$ cat config.mk
export PLATFORM = sky130hd
export DESIGN_NAME = noc_out_port_arbiter_flat
export DESIGN_NICKNAME = d
export VERILOG_FILES = /design/src/rtl/noc_pkg.sv /design/src/rtl/noc_out_port_arbiter_if.sv /design/src/rtl/noc_out_port_arbiter_rr_pick5.sv /design/src/rtl/noc_out_port_arbiter.sv /design/src/flat_wrapper.sv
export SDC_FILE = /design/constraint.sdc
export NUM_CORES = 1
export LEC_CHECK = 0
export ABC_AREA = 0
export BUFFER_PORTS_ARGS = -buffer_cell sky130_fd_sc_hd__buf_2
export CAP_MARGIN = 10
export CORE_MARGIN = 3
export CORE_UTILIZATION = 61
export CTS_CLUSTER_SIZE = 40
export DETAILED_ROUTE_END_ITERATION = 16
export PLACE_DENSITY = 0.95
export SLEW_MARGIN = 30
export SYNTH_ARGS = -nofsm -noshare
export SYNTH_HDL_FRONTEND = slang
export SYNTH_HIERARCHICAL = 1
export SYNTH_SLANG_ARGS = --single-unit
$ cat constraint.sdc
create_clock -name clk_i -period 4.65 [get_ports clk_i]
set_input_delay 0.2325 -clock clk_i [delete_from_list [all_inputs] [get_ports clk_i]]
set_output_delay 0.2325 -clock clk_i [all_outputs]
set_load 0.1 [all_outputs]
$ cat src/rtl/noc_pkg.sv
// Shared NoC definitions: port encoding used by both the crossbar mux and the
// per-output arbiters, plus the arbiter state encoding.
package noc_pkg;

    localparam int NUM_PORTS = 5;
    localparam int SEL_W     = 3;

    typedef enum logic [SEL_W-1:0] {
        PORT_N = 3'd0,
        PORT_S = 3'd1,
        PORT_W = 3'd2,
        PORT_E = 3'd3,
        PORT_L = 3'd4
    } port_e;

    typedef enum logic {
        IDLE   = 1'b0,
        LOCKED = 1'b1
    } arb_state_e;

endpackage

$ cat src/rtl/noc_out_port_arbiter_if.sv
// Handshake bundle between the input FIFOs / output link and one output-port
// arbiter. The arbiter uses the slave view; the surrounding switch uses master.
interface noc_out_port_arbiter_if;
    import noc_pkg::*;

    logic [NUM_PORTS-1:0] req_i;
    logic [NUM_PORTS-1:0] tail_i;
    logic                 ready_i;
    logic [SEL_W-1:0]     sel_o;
    logic                 valid_o;
    logic [NUM_PORTS-1:0] grant_o;
    logic                 busy_o;

    modport master (
        output req_i, tail_i, ready_i,
        input  sel_o, valid_o, grant_o, busy_o
    );

    modport slave (
        input  req_i, tail_i, ready_i,
        output sel_o, valid_o, grant_o, busy_o
    );

endinterface

$ cat src/rtl/noc_out_port_arbiter_rr_pick5.sv
// Combinational round-robin picker over five requesters: returns the first set
// request at or after ptr, wrapping 4 -> 0. Shared with the VC allocator.
module rr_pick5
    import noc_pkg::*;
(
    input  logic [NUM_PORTS-1:0] req,
    input  logic [SEL_W-1:0]     ptr,
    output logic                 any,
    output logic [SEL_W-1:0]     idx
);

    logic [SEL_W-1:0] base;
    logic [3:0]       pos;

    // Out-of-range pointers are treated as 0 so idx can never leave 0..4.
    always_comb begin
        any  = 1'b0;
        idx  = '0;
        pos  = '0;
        base = (ptr > 3'd4) ? 3'd0 : ptr;
        for (int i = 0; i < NUM_PORTS; i++) begin
            pos = {1'b0, base} + 4'(i);
            if (pos >= 4'd5) begin
                pos = pos - 4'd5;
            end
            if (!any && req[pos[2:0]]) begin
                any = 1'b1;
                idx = pos[2:0];
            end
        end
    end

endmodule

$ cat src/rtl/noc_out_port_arbiter.sv
// Per-output-port arbiter: round-robin selection among five inputs with
// wormhole locking until the owner's tail flit transfers downstream.
module noc_out_port_arbiter
    import noc_pkg::*;
(
    input  logic                        clk_i,
    input  logic                        rst_i,
    noc_out_port_arbiter_if.slave       bus
);

    arb_state_e       state_q, state_d;
    logic [SEL_W-1:0] owner_q, owner_d;
    logic [SEL_W-1:0] rr_ptr_q, rr_ptr_d;
    logic             pick_any;
    logic [SEL_W-1:0] pick_idx;
    logic             transfer;

    rr_pick5 u_pick (
        .req (bus.req_i),
        .ptr (rr_ptr_q),
        .any (pick_any),
        .idx (pick_idx)
    );

    always_ff @(posedge clk_i) begin
        if (rst_i) begin
            state_q  <= IDLE;
            owner_q  <= '0;
            rr_ptr_q <= '0;
        end else begin
            state_q  <= state_d;
            owner_q  <= owner_d;
            rr_ptr_q <= rr_ptr_d;
        end
    end

    // owner doubles as the registered mux select, so it only moves on IDLE -> LOCKED.
    always_comb begin
        state_d  = state_q;
        owner_d  = owner_q;
        rr_ptr_d = rr_ptr_q;
        case (state_q)
            IDLE: begin
                if (pick_any) begin
                    owner_d = pick_idx;
                    state_d = LOCKED;
                end
            end
            LOCKED: begin
                if (transfer && bus.tail_i[owner_q]) begin
                    state_d  = IDLE;
                    rr_ptr_d = (owner_q == PORT_L) ? PORT_N : owner_q + 3'd1;
                end
            end
            default: state_d = IDLE;
        endcase
    end

    always_comb begin
        bus.sel_o   = owner_q;
        bus.busy_o  = (state_q == LOCKED);
        bus.valid_o = (state_q == LOCKED) && bus.req_i[owner_q];
        transfer    = bus.valid_o && bus.ready_i;
        bus.grant_o = transfer ? (5'b00001 << owner_q) : 5'b00000;
    end

    a_grant_onehot: assert property (@(posedge clk_i) disable iff (rst_i)
        $onehot0(bus.grant_o));
    a_grant_ready: assert property (@(posedge clk_i) disable iff (rst_i)
        (bus.grant_o != '0) |-> bus.ready_i);
    a_sel_range: assert property (@(posedge clk_i) disable iff (rst_i)
        bus.sel_o <= 3'd4);
    a_grant_locked: assert property (@(posedge clk_i) disable iff (rst_i)
        (bus.grant_o != '0) |-> (state_q == LOCKED));

endmodule

$ cat src/flat_wrapper.sv
// flat-port wrapper written by rule: the top's interface ports become plain ports
module noc_out_port_arbiter_flat import noc_pkg::*;
  (clk_i, rst_i, bus_req_i, bus_tail_i, bus_ready_i, bus_sel_o, bus_valid_o, bus_grant_o, bus_busy_o);
  noc_out_port_arbiter_if bus_i ();
  input  logic clk_i;
  input  logic rst_i;
  input wire logic [$bits(bus_i.req_i)-1:0] bus_req_i;
  input wire logic [$bits(bus_i.tail_i)-1:0] bus_tail_i;
  input wire logic [$bits(bus_i.ready_i)-1:0] bus_ready_i;
  output wire logic [$bits(bus_i.sel_o)-1:0] bus_sel_o;
  output wire logic [$bits(bus_i.valid_o)-1:0] bus_valid_o;
  output wire logic [$bits(bus_i.grant_o)-1:0] bus_grant_o;
  output wire logic [$bits(bus_i.busy_o)-1:0] bus_busy_o;
  assign bus_i.req_i = bus_req_i;
  assign bus_i.tail_i = bus_tail_i;
  assign bus_i.ready_i = bus_ready_i;
  assign bus_sel_o = bus_i.sel_o;
  assign bus_valid_o = bus_i.valid_o;
  assign bus_grant_o = bus_i.grant_o;
  assign bus_busy_o = bus_i.busy_o;
  noc_out_port_arbiter u_core (.clk_i(clk_i), .rst_i(rst_i), .bus(bus_i));
endmodule
==> impl_metrics.yaml <==
outcome:
  outcome: "finished, final reports clean"
power_and_ir_drop:
  clkPwrFrac: 0.163
  p_per_area_nw_per_um2: 246
  comb_power_share: 0.625
  leakagePower_nw: 0.685
  p_int_w: 0.000176
  seqPwrFrac: 0.213
  irDropWorstVdd_v: 0.000291
  p_switching_w: 0.000194
  finalPower_w: 0.000370
  sw_frac_of_total: 0.525
setup_path:
  path_cells: "or3b_1 -> inv_2 -> ha_1 -> nor2b_1 -> a2111o_1 -> a32oi_1 -> o21ai_1 -> and3_1 -> nand2_1 -> or3_1 -> nor2b_1 -> nor2_1 -> a21oi_1 -> nor2_1"
  crit_family: "simple AND/OR/NAND/NOR gates"
  reg2reg_to: "u_core/bus.sel_o[2]"
  r2r-start: "u_core/rr_ptr_q[2]"
  critPathSlowestCell: "dfxtp_1"
  cp-end-kind: "register"
  path_class: "register to register"
  path_buf_inv: 1
  r2r_slack_ps: 870
  crit_fanout: 13
  rr_worst_depth: 14
  cp.required_ps: 4860
  worst_setup_path_start_kind: "register"
  max_stage_delay_ps: 520
  arrival_ps: 3990
timing:
  finalHoldViolCount: 0
  fmax_mhz: 265
  relSlewSlack: 0.606
  skew_ps: 6.05
  setup_viol: 0
  worst_slew_pin_slew_ps: 590
  tns_ps: 0
  finalCriticalPeriod_ps: 3780
  maxSlewViolCount: 0
  rsz0062_at_grt: "no"
  setup_slack_ps: 871
  post-route-period-util: 0.813
clocking:
  cts_resized: 0
  path_clk_slew_ps: 60
  clockBufferDepth: 2
  cts_root_buf: "clkbuf_4"
  postCtsSetupBuffers: 0
  numCtsBuffers: 3
  htree_levels: 1
  clk_latency_ps: 270
  cts_sinks: 7
  cts_tree: "done"
  postCtsHoldBufs: 0
routing:
  initialDrtViolationCount: 102
  wl_per_cell_microns: 17.0
  wirelength_microns: 3940
  num_vias: 1533
  vias_per_cell: 6.61
  antenna_left: 0
  drt-pass1-iter-count: 4
  drc: 0
hold_path:
  hold_path_depth: 2
  min_to: "u_core/bus.sel_o[0]"
  hp-start: "rst_i"
  hold_path.class: "input pin to register"
synthesis:
  synth-seq-cells: 7
  yosys.area.top_type_share: 0.109
  yosys.area.top_type: "ha_1"
  synth_xor_xnor_area_share: 0.0127
  syn-num-nets: 211
  yosys.area_share.simple: 0.295
  synth_compound_area_frac: 0.328
  ys_seq_area_frac: 0.102
  synth_edf_count: 0
  synthArstFlopShare: 0
  synth_area_sq_um: 1380
  synthFlopType: "dfxtp_1"
  ys_warn_count: 6
  muxShareOfSynthArea: 0.0817
  synthCells: 186
  synth_top_family_by_area: "compound AO/OA/AOI/OAI gates"
  yosysMostFrequentCell: "a21oi_1"
  synthAdderAreaFrac: 0.109
  synth_commonest_cells: "a21oi_1, nor2_1, ha_1, inv_1, o21ai_0"
  synth_cell_types: 55
  synth_area_leaders: "ha_1, dfxtp_1, a21oi_1"
  syn_avg_cell_area_sq_um: 7.41
die:
  floorplan.rows: 16
  die_w_microns: 53.5
  dieArea_sq_um: 2860
  io_pins: 23
  start_util: 0.675
  fp.dieH_microns: 53.5
  core-area_sq_um: 2040
grt:
  grt_use_total: 0.316
  gr-total-overflow: 0
  grt_pass1_wl_microns: 6590
  grt_pass1_vias: 1399
  antenna_found_initial: 0
  grt_max_degree: 14
placement:
  hpwl_microns: 2970
  dpl_cell_area_sq_um: 1480
  portBuffers: 22
  gp_congestion: 1.02
  place_ws_ps: 1020
layout:
  synthToLayoutAreaGrowth_pct: 8.99
  drive_gt1_frac: 0.185
  fin_area_sq_um: 1500
  post-route-util: 0.735
  final_nets: 231
  antenna_cells: 0
  num-fill-cells: 159
run:
  cap_violations: 0
state kept, by name (all words and copies together) (netlist names):
signal             cells
u_core/bus.busy_o      1
u_core/bus.sel_o       3
u_core/rr_ptr_q        3
worst max path at each step:
stage	endpoint	cells after the start	from
detailed placement	u_core/bus.sel_o[2]	14	u_core/rr_ptr_q[2]
global route	u_core/bus.sel_o[2]	14	u_core/rr_ptr_q[2]
finish	u_core/bus.sel_o[2]	14	u_core/rr_ptr_q[2]
global placement	u_core/bus.sel_o[0]	13	u_core/rr_ptr_q[0]
CTS	u_core/bus.sel_o[2]	14	u_core/rr_ptr_q[2]
floorplan	bus_grant_o[4]	4	u_core/bus.sel_o[0]
metal layers:
layer  global-route usage  vias to the layer above  part of all wire
li1                     -                      737                 -
met1                0.430                      694              0.41
met2                0.476                       91              0.47
met3               0.0732                       11              0.10
met4                0.123                        0             0.021
met5                    0                        -                 0
power by group through the flow:
stage | Clock (W) | Combinational, W | Sequential (W)
after floorplan | 0 | 0.000161 | 0.000102
after global placement | 0 | 0.000219 | 0.0000787
after detailed placement | 0 | 0.000225 | 0.0000795
after CTS | 0.0000616 | 0.000226 | 0.0000782
after global routing | 0.0000652 | 0.000249 | 0.0000805
final | 0.0000601 | 0.000231 | 0.0000788
through the flow:
stage | cells | hold WS (ps)
6_report | 232 | 224
5_1_grt | 232 | 228
3_5_place_dp | 228 | 502
2_1_floorplan | 186 | 302
4_1_cts | 232 | 214
3_3_place_gp | 228 | 498
final cells by class:
| type | instances | area (sq um) | area share |
|---|---|---|---|
| inverters | 14 | 52.6 | 0.0350 |
| repair buffers | 22 | 110 | 0.0733 |
| flip-flops and latches | 7 | 140 | 0.0933 |
| well taps | 27 | 33.8 | 0.0225 |
| multi-input cells | 158 | 1140 | 0.758 |
| clock buffers | 4 | 26.3 | 0.0175 |
cell usage in the layout (no fill, tap or decap), types with 6 or more instances in the layout:
cell type	instances
a21oi_1	22
and3_1	7
buf_2	22
dfxtp_1	7
ha_1	12
inv_1	12
mux2i_1	9
nand2_1	7
nand2b_1	6
nand3_1	8
nor2_1	16
o21ai_0	11
cells by family after synthesis:
kind of cell	count (synthesis)
adder cells (fa/ha/maj)	12
AO/OA/AOI/OAI	66
multiplexers	11
buffers and inverters	21
XOR/XNOR	2
AND/OR/NAND/NOR	67
flip-flops	7
Note: power is estimated with default switching activity, not from simulation.
